File: src/rtl/mcpu6bit_memctl.sv
// Memory and clock companion for the 6-bit accumulator CPU.
// Generates the CPU clock (clk/4) and CPU reset, demultiplexes the shared
// address/data bus, holds the 16x6 RAM and provides a program-load port.
//
// state | meaning
// ------+----------------------------------------------------------------
// IDLE  | CPU held in reset, waiting for prog_start or run
// LOAD  | program-load port open, one RAM word per prog_valid
// RUN   | CPU reset for RST_CYCLES CPU cycles, then released and counted
module mcpu6bit_memctl #(
   parameter int RST_CYCLES = 2,
   parameter int CNT_W      = 16
) (
   input  logic             clk,
   input  logic             rst,
   output logic             cpu_clk,
   output logic             cpu_rst_n,
   input  logic [5:0]       cpu_bus,
   input  logic             cpu_we_n,
   output logic [5:0]       cpu_din,
   input  logic             prog_start,
   input  logic             prog_valid,
   input  logic [5:0]       prog_data,
   output logic             prog_ready,
   input  logic             run,
   output logic             running,
   output logic [CNT_W-1:0] cyc_cnt
);

   localparam int RCNT_W = (RST_CYCLES > 1) ? $clog2(RST_CYCLES) : 1;

   typedef enum logic [1:0] {
      S_IDLE = 2'd0,
      S_LOAD = 2'd1,
      S_RUN  = 2'd2
   } state_t;

   state_t             state_q;
   logic [1:0]         ph_q;
   logic               cpu_clk_q;
   logic               cpu_rst_n_q;
   logic [5:0]         cpu_din_q;
   logic               prog_ready_q;
   logic               running_q;
   logic [CNT_W-1:0]   cyc_q;
   logic [3:0]         ptr_q;
   logic [3:0]         addr_q;
   logic [RCNT_W-1:0]  rcnt_q;
   // set when RUN was entered mid CPU cycle: that partial cycle is not counted
   logic               part_q;
   logic [5:0]         ram_q [16];

   logic               boundary;
   logic               load_wr;
   logic               cpu_wr;

   assign boundary = (ph_q == 2'd3);
   assign load_wr  = (state_q == S_LOAD) && !prog_start && prog_valid;
   assign cpu_wr   = boundary && (state_q == S_RUN) && cpu_rst_n_q && !cpu_we_n;

   assign cpu_clk    = cpu_clk_q;
   assign cpu_rst_n  = cpu_rst_n_q;
   assign cpu_din    = cpu_din_q;
   assign prog_ready = prog_ready_q;
   assign running    = running_q;
   assign cyc_cnt    = cyc_q;

   // RAM: load port has the only write path outside RUN, CPU writes in the low data phase
   always_ff @(posedge clk or posedge rst) begin
      if (rst) begin
         for (int i = 0; i < 16; i++) ram_q[i] <= 6'd0;
      end else if (load_wr) begin
         ram_q[ptr_q] <= prog_data;
      end else if (cpu_wr) begin
         ram_q[addr_q] <= cpu_bus;
      end
   end

   // Phase generator, bus demux and sequencing FSM
   always_ff @(posedge clk or posedge rst) begin
      if (rst) begin
         state_q      <= S_IDLE;
         ph_q         <= 2'd0;
         cpu_clk_q    <= 1'b0;
         cpu_rst_n_q  <= 1'b0;
         cpu_din_q    <= 6'd0;
         prog_ready_q <= 1'b0;
         running_q    <= 1'b0;
         cyc_q        <= '0;
         ptr_q        <= 4'd0;
         addr_q       <= 4'd0;
         rcnt_q       <= '0;
         part_q       <= 1'b0;
      end else begin
         ph_q      <= ph_q + 2'd1;
         // high in the phases that follow ph3 and ph0
         cpu_clk_q <= (ph_q == 2'd3) || (ph_q == 2'd0);
         if (ph_q == 2'd1) addr_q <= cpu_bus[3:0];
         if (ph_q == 2'd2) cpu_din_q <= ram_q[addr_q];

         case (state_q)
            S_IDLE: begin
               if (prog_start) begin
                  state_q      <= S_LOAD;
                  ptr_q        <= 4'd0;
                  prog_ready_q <= 1'b1;
               end else if (run) begin
                  state_q <= S_RUN;
                  rcnt_q  <= '0;
                  part_q  <= !boundary;
                  cyc_q   <= '0;
               end
            end
            S_LOAD: begin
               if (prog_start) begin
                  ptr_q <= 4'd0;
               end else if (prog_valid) begin
                  ptr_q <= ptr_q + 4'd1;
                  if (ptr_q == 4'd15) begin
                     state_q      <= S_IDLE;
                     prog_ready_q <= 1'b0;
                  end
               end
            end
            S_RUN: begin
               if (!run) begin
                  state_q     <= S_IDLE;
                  cpu_rst_n_q <= 1'b0;
                  running_q   <= 1'b0;
               end else if (boundary) begin
                  if (!cpu_rst_n_q) begin
                     if (part_q) begin
                        part_q <= 1'b0;
                     end else if (rcnt_q == RCNT_W'(RST_CYCLES - 1)) begin
                        cpu_rst_n_q <= 1'b1;
                        running_q   <= 1'b1;
                     end else begin
                        rcnt_q <= rcnt_q + RCNT_W'(1);
                     end
                  end else if (cyc_q != '1) begin
                     cyc_q <= cyc_q + CNT_W'(1);
                  end
               end
            end
            default: state_q <= S_IDLE;
         endcase
      end
   end

endmodule

File: config.mk
export PLATFORM = sky130hd
export DESIGN_NAME = mcpu6bit_memctl
export DESIGN_NICKNAME = d
export VERILOG_FILES = /design/src/rtl/mcpu6bit_memctl.sv
export SDC_FILE = /design/constraint.sdc
export NUM_CORES = 1
export LEC_CHECK = 0
export CORE_UTILIZATION = 65
export CTS_CLUSTER_SIZE = 40
export DETAILED_ROUTE_END_ITERATION = 8
export GPL_ROUTABILITY_DRIVEN = 0
export PLACE_DENSITY = 0.86
export SLEW_MARGIN = 10
export SYNTH_ARGS = -nofsm -noshare
export SYNTH_HDL_FRONTEND = slang
export SYNTH_SLANG_ARGS = --single-unit
File: constraint.sdc
create_clock -name clk -period 8.4 [get_ports clk]
set_input_delay 1.26 -clock clk [delete_from_list [all_inputs] [get_ports clk]]
set_output_delay 1.26 -clock clk [all_outputs]
set_load 0.03 [all_outputs]
Word-level counts from Yosys, hierarchy flattened

Index checks and enable logic that the tools add are counted.

Register bits: 136
Output and inout bits: 26
Logic and storage cells: 146

$add $sub $neg: 4
$lt $le $gt $ge: 4
Equality and inequality tests: 26
Muxes and demuxes: 58
Bitwise gates (word level): 2
Reductions and logical operators: 24

Operators with widths:

| kind                  | count |
|---|---|
| $bwmux 96             | 2 |
| $mux 96               | 2 |
| $mux 16               | 6 |
| $demux 6 s4           | 2 |
| $pmux 16 s2           | 1 |
| $mux 1                | 26 |
| $ne 2x2->1 const B    | 13 |
| $bmux 6 s4            | 1 |
| $mux 6                | 4 |
| $add 16x1->16 const B | 1 |
| $ne 16x16->1 const B  | 1 |
| $reduce_and 5->1      | 3 |
| $reduce_and 7->1      | 2 |
| $mux 2                | 6 |
| $mux 4                | 3 |
| $ge 5x5->1 const B    | 2 |
| $lt 5x1->1 const B    | 2 |
| $not 4->5             | 2 |
| $ne 2x1->1 const B    | 4 |
| $pmux 4 s2            | 1 |
| $logic_and 1x1->1     | 7 |
| $eq 2x2->1 const B    | 3 |
| $ne 3x3->1 const B    | 2 |
| $pmux 1 s2            | 3 |
| 13 further kinds      | 19 |

Logic depth before layout (Yosys ltp)

Gate-level depths: netlist (run 1).

Depth in word-level cells: 8
Mapped depth: 7
Depth with buffers taken out: 5

Worst setup path before layout (run 1)

Ideal clock, no wire load.

Path type: input to register
Start: input port cpu_we_n
End: register ram_q[0] (netlist name)
Setup time: 126 ps
Arrival time: 2479 ps
Setup slack: 5795 ps
Cell stages on the path: 4
Cell sequence: buf_1 > or3_1 > o31a_1 > a221o_1

Cells in the longest elaborated chain, start to end: 3

RTL lines:

| item                           | line | RTL |
|---|---|---|
| start: declaration             | 19   | `input logic cpu_we_n,` |
| $logic_not 1->1                | 59   | `assign cpu_wr = boundary && (state_q == S_RUN) && cpu_rst_n_q && !cpu_we_n;` |
| $logic_and 1x1->1              | 59   |  |
| $reduce_bool 2->1 (no line)    | -    |  |
| end signal: indexed assignment | 73   | `ram_q[ptr_q] <= prog_data;` |
| end signal: indexed assignment | 75   | `ram_q[addr_q] <= cpu_bus;` |
| end: declaration               | 51   | `logic [5:0] ram_q [16];` |

No other way between the ends.
A chain may end at the register's enable or synchronous reset.

Final worst setup path (run 1)

Start: input port prog_start
End: register ram_q[55] (netlist name)

Cells in the longest elaborated chain, start to end: 4
Elaborated cells between the ends (all ways): 5

RTL lines:

| item                                         | line | RTL |
|---|---|---|
| start: declaration                           | 21   | `input logic prog_start,` |
| $logic_not 1->1 *                            | 58   | `assign load_wr = (state_q == S_LOAD) && !prog_start && prog_valid;` |
| $logic_and 1x1->1 * (2 in a row)             | 58   |  |
| $mux 96 or $reduce_bool 2->1 (tied branches) | -    |  |

Every way passes the cells marked *; elsewhere a longest branch is shown, timed or not.

==> key figures, run 1 <==
Placed design
  • Number of I/O port buffers: 43
  • Placed cells: roughly 800
  • Detailed placement HPWL: 13,330 um
  • Setup WS pre-CTS: 4.458 ns
  • Dpl cell area: 7786 sq um

Route
  • Drt drc: 0
  • Post-Route WL: 20,570 um
  • Routed vias/inst: 7.600
  • Via count: 6,293
  • DRT antenna net count: 0
  • Initial DRC count: around 790
  • Routed len/inst: about 25 um
  • DRT Pass-1 Iters: 8

Clock network
  • CTS Buf Count: 17
  • # H-tree levels: 4
  • Root Buffer: clkbuf_16
  • Worst skew pair latency: 0.43 ns
  • Reg clk slew, reported paths: approximately 0.06 ns
  • Post-CTS Setup Bufs: 0
  • Hold-fix buffer count after cts: 0
  • Post-CTS Resized: 0
  • CTS tree: yes
  • Bufs on Longest Clock Path: 2
  • Clock sinks: 136

STA
  • Final setup viols: 0
  • Post-route minimum period: 3.594 ns
  • Final WS setup: 4.806 ns
  • Relative slew slack: 15.95%
  • Fmax: 278.3 MHz
  • Fin. max-slew vios: 0
  • Worst-Margin Slew: 1.258 ns
  • Fin. Hold Viols: 0
  • Crit share post-route: a little over two fifths
  • RSZ-0062 raised after global routing: false
  • Skew final: 0.008732 ns
  • Setup_tns: 0 ns
  • Hold WS: between 0.4 and 0.5 ns

Global routing
  • Pin count of the biggest net entering global routing: 72
  • Grt ovf: 0
  • Gr usage total: 37.59%
  • First-pass GRT wire length: roughly 33,000 um
  • Vias in the first global route: just over 6,000
  • Initial antenna violation count: 0

Critical path
  • Critical Path Start Type: input port
  • Peak fanout along the critical path: 15
  • RR Endpoint: ram_q[55]
  • Worst EP required: 8.66 ns
  • Reg2reg start: state_q[1]
  • Endpoint class of the critical path: flop
  • Setup slack, reg-to-reg: 5.71 ns
  • Reg2reg path depth: 4
  • Critical path class: in -> reg
  • Critical Path AT: 3.85 ns

Cells and area
  • Diode count: 0
  • Finished Cell Area: 8372 sq um
  • Share of layout cells above drive strength 1: about an eighth
  • Cell Count, Final, Fillers Out: 828
  • Commonest non-fill, non-tap cell in the layout: dfrtp_1
  • Commonest cells after routing, fill and taps aside: dfrtp_1 (136), a22oi_1 (55), o2bb2ai_1 (54), clkdlybuf4s50_1 (43), a21o_1 (40)
  • Nets: ~700
  • Post-Route Utilization: 76.22%
  • Area Growth Syn to Fin: 13.08%

Synthesis
  • Synth area leaders: dfrtp_1 (46%), o2bb2ai_1 (6.4%), a22oi_1 (5.6%)
  • Syn nets: 702
  • Synth top area share: 45.97%
  • Cell count after synthesis: 676
  • Area leader, netlist: dfrtp_1
  • Number of synthesized flops with an enable pin: 0
  • Asr flop ratio synth: 100.0%
  • Yosys cell types: 55
  • Seq/Total Area, Yosys: 45.97%
  • YS warnings: 0
  • Post-Syn Area: 7403 sq um
  • Top_reg_cell synth: dfrtp_1
  • Mean area per synthesized cell: 10.95 sq um
  • Seq cells post-synth: 136

Floorplanning
  • Overall die area: 11,820 sq um
  • Die Wd: 108.7 um
  • Starting Density: 67.41%
  • Core area: 10,980 sq um
  • Die Height: 108.7 um
  • Top-level I/O count: 44
  • Row Count: 38

Hold path
  • Hold Path Cell Cnt: 1
  • Hold Path Class: reg -> reg
  • Min-delay src: ram_q[14]
  • Hold Path Sink: ram_q[14]

Pwr
  • NetSw: 0.5213 mW
  • Sw frac: 27.28%
  • Total power: roughly 1.9 mW
  • Part of the power in registers: between 40 and 50%
  • Combinational Power Share: 16.0%
  • Worst vdd ir: 176.1 uV
  • Clock share of power: 39.2%
  • PD cells: between 200 and 250 nW/um^2
  • Internal Power: 1.390 mW
  • Static leakage: 3.563 nW

Job
  • Max-cap viol count: 0

Run status
  • Status: finished clean
[worst max-delay path by stage]
stage          startpoint   endpoint
2_1_floorplan         rst  addr_q[0]
3_3_place_gp   prog_start  ram_q[59]
3_5_place_dp   prog_start  ram_q[55]
4_1_cts        prog_start  ram_q[55]
5_1_grt        prog_start  ram_q[64]
6_report       prog_start  ram_q[55]
[final cells by class]
class                   instances  area [sq um]
clock buffers                  18         429.2
fillers                       702          2611
inverters                      12         47.55
multi-input cells             463          3707
flip-flops and latches        136          3403
well taps                     140         175.2
clock inverters                13         156.4
repair buffers                 46         452.9
[cells in the mapped netlist, drive strengths merged, types with 9 or more instances]
cell type  number
a22o           36
nor2           25
o21ai          20
and3           21
buf            14
a22oi          55
nand4          10
inv            12
o2bb2ai        54
mux4           18
nor4            9
a21o           40
nand2          11
a31oi          28
a21oi           9
nor3           15
and2           10
dfrtp         136
mux2i          19
clkbuf         51
[metal layers]
layer,vias up,global-route usage [%],wire length (um)
met5,-,0,0
met4,0,11.78,592
li1,2663,-,-
met3,66,10.82,2322
met1,3129,52.04,8075
met2,435,57.55,9576
[state kept, by name, indices dropped and copies added (netlist names)]
register,flops
ph_q,2
rcnt_q,1
ram_q,96
ptr_q,4
running,1
cpu_din,6
cpu_rst_n,1
addr_q,4
prog_ready,1
cyc_cnt,16
state_q,2
part_q,1
cpu_clk,1
[critical path, cell delays in order]
cell and delay, ns:
clkdlybuf4s50_1 0.76, and4bb_2 0.43, nor3_1 0.80, o21ai_1 0.37, o2bb2ai_1 0.23
[power groups by stage]
stage               registers, mW  clock network (mW)  logic (mW)
finish                      0.856               0.748       0.306
global route                0.863               0.780       0.328
CTS                         0.851               0.751       0.303
detailed placement          0.858                   0       0.303
global placement            0.854                   0       0.291
floorplan                   0.843                   0       0.208
[kinds of logic (layout without fill, tap and decap cells)]
| logic type | count (synthesis) | after routing | share of synthesized area [%] |
|---|---|---|---|
| AO/OA/AOI/OAI | 274 | 274 | 28.17 |
| adder cells (fa/ha/maj) | 8 | 8 | 1.352 |
| buffers and inverters | 77 | 89 | 4.056 |
| flip-flops | 136 | 136 | 45.97 |
| multiplexers | 41 | 41 | 8.653 |
| AND/OR/NAND/NOR | 140 | 140 | 11.80 |
(Power assumes the default switching activity.)
==> run 2, diff against run 1 <==
--- a/config.mk
+++ b/config.mk
@@ -5,11 +5,11 @@
 export SDC_FILE = /design/constraint.sdc
 export NUM_CORES = 1
 export LEC_CHECK = 0
-export CORE_UTILIZATION = 65
+export CORE_UTILIZATION = 54
 export CTS_CLUSTER_SIZE = 40
 export DETAILED_ROUTE_END_ITERATION = 8
 export GPL_ROUTABILITY_DRIVEN = 0
-export PLACE_DENSITY = 0.86
+export PLACE_DENSITY = 0.76
 export SLEW_MARGIN = 10
 export SYNTH_ARGS = -nofsm -noshare
 export SYNTH_HDL_FRONTEND = slang
==> constraint.sdc (replaced) <==
create_clock -name clk -period 3.1 [get_ports clk]
set_input_delay 0.465 -clock clk [delete_from_list [all_inputs] [get_ports clk]]
set_output_delay 0.465 -clock clk [all_outputs]
set_load 0.03 [all_outputs]
==> key figures, run 2 (synthesis results as in run 1) <==
Critical path
  • Critical Path AT: 2.80 ns (-1.05 ns)
  • Worst path depth: 5 (unchanged)
  • Delay-heaviest family, CP: simple AND/OR/NAND/NOR gates
  • Reg2reg path depth: 5 (+1)
  • Critical path class: reg -> reg
  • Peak fanout along the critical path: 18 (+3)
  • Worst Setup EP: ram_q[23]
  • CP Cell Sequence: and4bb_2 -> buf_4 -> nor3_1 -> o21ai_1 -> o2bb2ai_1
  • Worst EP required: 3.39 ns (-5.27 ns)
  • RR Endpoint: ram_q[23]
  • Setup slack, reg-to-reg: 0.58 ns (-5.13 ns)
  • Crit. Startpoint: state_q[1]
  • Max incr delay on CP: 0.68 ns (-0.12 ns)
  • Reg2reg start: state_q[1]
  • Critical Path Start Type: flop
  • WP buf/inv: 1 (unchanged)
  • Endpoint class of the critical path: flop
  • Crit path max-delay cell type: dfrtp_1

Placed design
  • Detailed placement HPWL: 14,040 um (+5.4%)
  • Number of I/O port buffers: 43 (unchanged)

Cells and area
  • Biggest register: ram_q
  • Nets: 715 (+1.9%)
  • Max reg flops: 96 (unchanged)
  • Share of layout cells above drive strength 1: 13.27% (+1.5 points)
  • Diode count: 0 (unchanged)
  • Commonest cells after routing, fill and taps aside: dfrtp_1 (136), a22oi_1 (55), o2bb2ai_1 (54), clkdlybuf4s50_1 (43), a21o_1 (40)
  • Area Growth Syn to Fin: 14.87%
  • Area of the multi-input gates: 3707 sq um (unchanged)
  • Register area: 3403 sq um (unchanged)
  • Fill count: 1,040 (+48%)
  • Commonest non-fill, non-tap cell in the layout: dfrtp_1

Clock network
  • Clock sinks: 136 (unchanged)
  • # H-tree levels: 4 (unchanged)
  • CTS Buf Count: 17 (unchanged)
  • Hold-fix buffer count after cts: 0 (unchanged)
  • Reg clk slew, reported paths: 0.06 ns (about the same)
  • Root Buffer: clkbuf_16
  • Bufs on Longest Clock Path: 2 (unchanged)
  • Post-CTS Setup Bufs: 0 (unchanged)
  • CTS tree: yes
  • Worst skew pair latency: 0.42 ns (about the same)
  • Post-CTS Resized: 0 (unchanged)

Route
  • Routed len/inst: 24.17 um (-2.7%)
  • Routed vias/inst: 7.178 (-5.6%)
  • Post-Route WL: 21,200 um (+3.1%)
  • Via count: 6,295 (+0.032%)
  • DRT Pass-1 Iters: 6 (-2)
  • Drt drc: 0 (unchanged)
  • Initial DRC count: 676 (-14%)
  • DRT antenna net count: 0 (unchanged)

STA
  • Hold WS: 0.4822 ns (+0.005568 ns)
  • Skew final: 0.008177 ns (-0.0005550 ns)
  • Fmax: 397.3 MHz
  • Fin. max-slew vios: 0 (unchanged)
  • Crit share post-route: 81.20%
  • Relative slew slack: 33.32% (+17 points)
  • RSZ-0062 raised after global routing: false
  • Worst-Margin Slew: 0.9970 ns (-0.2607 ns)
  • Setup_tns: 0 ns (unchanged)
  • Post-route minimum period: about 2.5 ns
  • Final setup viols: 0 (unchanged)
  • Fin. Hold Viols: 0 (unchanged)

Global routing
  • First-pass GRT wire length: 34,030 um (+3.1%)
  • Pin count of the biggest net entering global routing: 61 (-15%)
  • Initial antenna violation count: 0 (unchanged)
  • Vias in the first global route: 6,115 (-0.55%)
  • Grt ovf: 0 (unchanged)
  • Gr usage total: 31.50% (-6.1 points)

Pwr
  • PD cells: 593.4 nW/um^2 (+160%)
  • Static leakage: 3.619 nW (+1.6%)
  • Worst vdd ir: 607.0 uV (+240%)

Floorplanning
  • Die Wd: 119.1 um (+9.5%)
  • Overall die area: 14,180 sq um (+20%)
  • Die Height: 119.1 um (+9.5%)
  • Starting Density: 55.68% (-12 points)
  • Row Count: 42 (+11%)
  • Core area: 13,300 sq um (+21%)
  • Top-level I/O count: 44 (unchanged)

Run status
  • Status: finished clean

Hold path
  • Hold Path Class: reg -> reg
  • Min-delay src: ram_q[71]

Job
  • Max-cap viol count: 0 (unchanged)
==> run 2: cell count changes in the layout (fill, tap and decap cells not counted), moves of 2 or more <==
cell	delta
clkbuf_8	+3
bufinv_16	-2
buf_4	+11
buf_12	+2
clkinv_4	-3
==> run 2: how the worst min path moves through the flow <==
| stage | to | slack (ns) | depth (start not counted) |
|---|---|---|---|
| 3_3_place_gp | ram_q[14] | 0.46 | 1 |
| 6_report | ram_q[71] | 0.48 | 1 |
| 4_1_cts | ram_q[71] | 0.49 | 1 |
| 5_1_grt | ram_q[19] | 0.50 | 1 |
| 3_5_place_dp | ram_q[15] | 0.47 | 1 |
| 2_1_floorplan | ram_q[10] | 0.44 | 1 |
==> run 2: final cells by class <==
type | count | share of cell area, %
multi-input cells | 463 | 43.59
flip-flops and latches | 136 | 40.02
inverters | 12 | 0.5738
repair buffers | 59 | 6.768
clock inverters | 9 | 0.8827
well taps | 176 | 2.589
clock buffers | 22 | 5.576
==> run 2: power breakdown <==
part	switching, mW	internal, mW	total (mW)
clock network	0.733	1.15	1.88
registers	0.226	2.09	2.31
logic	0.412	0.439	0.851
total	1.37	3.68	5.05
==> run 2: through the flow <==
| stage | setup WS, ns | cells | util [%] | total power [mW] | cell area (sq um) |
|---|---|---|---|---|---|
| after global routing | 0.4424 | 877 | 63.97 | 5.204 | 8504 |
| after CTS | 0.6209 | 877 | 63.97 | 5.048 | 8504 |
| after detailed placement | 0.4089 | 846 | 59.83 | 3.164 | 7955 |
| after global placement | 0.5952 | 846 | 59.83 | 3.125 | 7955 |
| after floorplan | 0.9224 | 676 | - | 2.847 | 7407 |
| final | 0.5829 | 877 | 63.97 | 5.047 | 8504 |
==> run 2: layer usage <==
metal	up-vias	global-route usage [%]	wire length (um)
met3	53	7.711	2038
met5	-	0	0
met2	397	48.36	9978
met4	0	12.03	502
met1	3143	43.20	8679
li1	2702	-	-
==> run 3, diff against run 2 <==
--- a/config.mk
+++ b/config.mk
@@ -5,11 +5,11 @@
 export SDC_FILE = /design/constraint.sdc
 export NUM_CORES = 1
 export LEC_CHECK = 0
-export CORE_UTILIZATION = 54
+export CORE_UTILIZATION = 60
 export CTS_CLUSTER_SIZE = 40
 export DETAILED_ROUTE_END_ITERATION = 8
 export GPL_ROUTABILITY_DRIVEN = 0
-export PLACE_DENSITY = 0.76
+export PLACE_DENSITY = 0.8
 export SLEW_MARGIN = 10
 export SYNTH_ARGS = -nofsm -noshare
 export SYNTH_HDL_FRONTEND = slang
==> constraint.sdc (replaced) <==
create_clock -name clk -period 2.36 [get_ports clk]
set_input_delay 0.354 -clock clk [delete_from_list [all_inputs] [get_ports clk]]
set_output_delay 0.354 -clock clk [all_outputs]
set_load 0.03 [all_outputs]
==> key figures, run 3 (synthesis results as in run 1) <==
Route
  • DRT antenna net count: 0 (unchanged)
  • DRT Pass-1 Iters: 8 (+2)
  • Routed vias/inst: 7.308 (+1.8%)
  • Via count: 6,570 (+4.4%)
  • Initial DRC count: 646 (-4.4%)
  • Drt drc: 0 (unchanged)
  • Routed len/inst: 24.61 um (+1.8%)
  • Post-Route WL: 22,120 um (+4.4%)

Critical path
  • Delay-heaviest family, CP: simple AND/OR/NAND/NOR gates
  • Max incr delay on CP: 0.44 ns (-0.24 ns)
  • Reg2reg start: ph_q[1]
  • Crit path max-delay cell type: or3_1
  • RR Endpoint: ram_q[3]
  • CP Cell Sequence: ha_1 -> nand4b_4 -> or3_1 -> o31a_1 -> a221o_1
  • Setup slack, reg-to-reg: 0.22 ns (-0.36 ns)
  • Worst EP required: 2.67 ns (-0.72 ns)
  • Endpoint class of the critical path: flop
  • Critical Path AT: 2.45 ns (-0.35 ns)
  • Reg2reg path depth: 5 (unchanged)
  • Critical path class: reg -> reg
  • Critical Path Start Type: flop
  • Peak fanout along the critical path: 8 (-10)
  • WP buf/inv: 0 (-1)

STA
  • Worst-Margin Slew: 0.6382 ns (-0.3588 ns)
  • Fmax: 466.9 MHz (+18%)
  • Fin. Hold Viols: 0 (unchanged)
  • Skew final: 0.006350 ns (-0.001827 ns)
  • Relative slew slack: 57.00% (+24 points)
  • Post-route minimum period: 2.142 ns (-0.3751 ns)
  • Fin. max-slew vios: 0 (unchanged)
  • Setup_tns: 0 ns (unchanged)
  • Crit share post-route: 90.76% (+9.6 points)
  • Final setup viols: 0 (unchanged)
  • RSZ-0062 raised after global routing: false

Clock network
  • Worst skew pair latency: 0.44 ns (+0.02 ns)
  • Bufs on Longest Clock Path: 2 (unchanged)
  • CTS tree: yes
  • Root Buffer: clkbuf_16
  • CTS Buf Count: 17 (unchanged)
  • Post-CTS Resized: 0 (unchanged)
  • Post-CTS Setup Bufs: 0 (unchanged)
  • Hold-fix buffer count after cts: 0 (unchanged)
  • Clock sinks: 136 (unchanged)
  • Reg clk slew, reported paths: 0.06 ns (about the same)
  • # H-tree levels: 4 (unchanged)

Floorplanning
  • Overall die area: 12,790 sq um (-9.8%)
  • Die Height: 113.1 um (-5.0%)
  • Die Wd: 113.1 um (-5.0%)
  • Starting Density: 61.64% (+6.0 points)
  • Row Count: 40 (-4.8%)
  • Core area: 12,010 sq um (-9.7%)
  • Top-level I/O count: 44 (unchanged)

Pwr
  • Part of the power in registers: 43.0% (-2.8 points)
  • Internal Power: 5.215 mW (+42%)
  • Combinational Power Share: 16.5% (-0.4 points)
  • Clock share of power: 40.5% (+3.2 points)
  • Sw frac: 26.35% (-0.82 points)
  • Worst vdd ir: 671.1 uV (+11%)
  • Total power: 7.081 mW (+40%)
  • NetSw: 1.866 mW (+36%)
  • PD cells: 792.7 nW/um^2 (+34%)
  • Static leakage: 3.912 nW (+8.1%)

Placed design
  • Number of I/O port buffers: 43 (unchanged)
  • Detailed placement HPWL: 14,820 um (+5.5%)

Hold path
  • Hold Path Class: in -> async

Global routing
  • Vias in the first global route: 6,602 (+8.0%)
  • First-pass GRT wire length: 35,600 um (+4.6%)
  • Grt ovf: 0 (unchanged)
  • Pin count of the biggest net entering global routing: 65 (+6.6%)
  • Initial antenna violation count: 0 (unchanged)
  • Gr usage total: 36.81% (+5.3 points)

Cells and area
  • Diode count: 0 (unchanged)
  • Share of layout cells above drive strength 1: 19.02% (+5.7 points)
  • Area Growth Syn to Fin: 20.65%
  • Commonest non-fill, non-tap cell in the layout: dfrtp_1
  • Nets: 765 (+7.0%)
  • Biggest register: ram_q
  • Commonest cells after routing, fill and taps aside: dfrtp_1 (136), buf_4 (64), a22oi_1 (55), o2bb2ai_1 (54), clkdlybuf4s50_1 (43)
  • Max reg flops: 96 (unchanged)

Job
  • Max-cap viol count: 0 (unchanged)

Run status
  • Status: finished clean
-- run 3: worst max-delay path by stage --
stage / slack (ns) / cells after the start / startpoint / endpoint
2_1_floorplan: 0.18 / 6 / cyc_cnt[0] / cyc_cnt[7]
3_3_place_gp: 0.19 / 5 / prog_valid / ram_q[15]
3_5_place_dp: 0.05 / 6 / prog_start / ram_q[47]
4_1_cts: 0.09 / 6 / cyc_cnt[1] / cyc_cnt[2]
5_1_grt: 0.11 / 5 / ph_q[1] / ram_q[3]
6_report: 0.22 / 5 / ph_q[1] / ram_q[3]
-- run 3: worst register-to-register path, cell delays in order, from the launching register on --
cell,delay [ns]
dfrtp_1,0.37
ha_1,0.31
nand4b_4,0.23
or3_1,0.44
o31a_1,0.34
a221o_1,0.33
-- run 3: through the flow --
step | cells | area, sq um | hold WS, ns | utilization, % | worst slack (ns)
2_1_floorplan | 676 | 7407 | 0.4437 | - | 0.1824
3_3_place_gp | 867 | 8294 | 0.4581 | 69.05 | 0.1911
3_5_place_dp | 867 | 8294 | 0.4643 | 69.05 | 0.05255
4_1_cts | 899 | 8929 | 0.2834 | 74.33 | 0.09261
5_1_grt | 899 | 8932 | 0.2921 | 74.36 | 0.1094
6_report | 899 | 8932 | 0.2769 | 74.36 | 0.2180
-- run 3: routing by layer --
layer	routed length [um]	GRT usage [%]	up-vias
li1	-	-	2799
met1	8997	49.66	3276
met2	10270	55.75	424
met3	2110	8.998	71
met4	750	18.86	0
met5	0	0	-
-- run 3: power groups by stage --
| stage | Combinational, mW | Sequential (mW) | Clock, mW |
|---|---|---|---|
| after CTS | 1.15 | 3.03 | 2.88 |
| after detailed placement | 1.14 | 3.05 | 0 |
| after global routing | 1.24 | 3.07 | 2.98 |
| final | 1.17 | 3.05 | 2.87 |
| after global placement | 1.10 | 3.03 | 0 |
| after floorplan | 0.740 | 3.00 | 0 |
-- run 3: cell type report --
class | instances | area, sq um
clock inverter | 7 | 138.9
fill | 818 | 3079
tap | 147 | 183.9
timing repair buffer | 109 | 950.9
clock buffer | 25 | 495.5
multi-input combinational | 463 | 3711
sequential | 136 | 3403
inverter | 12 | 48.80
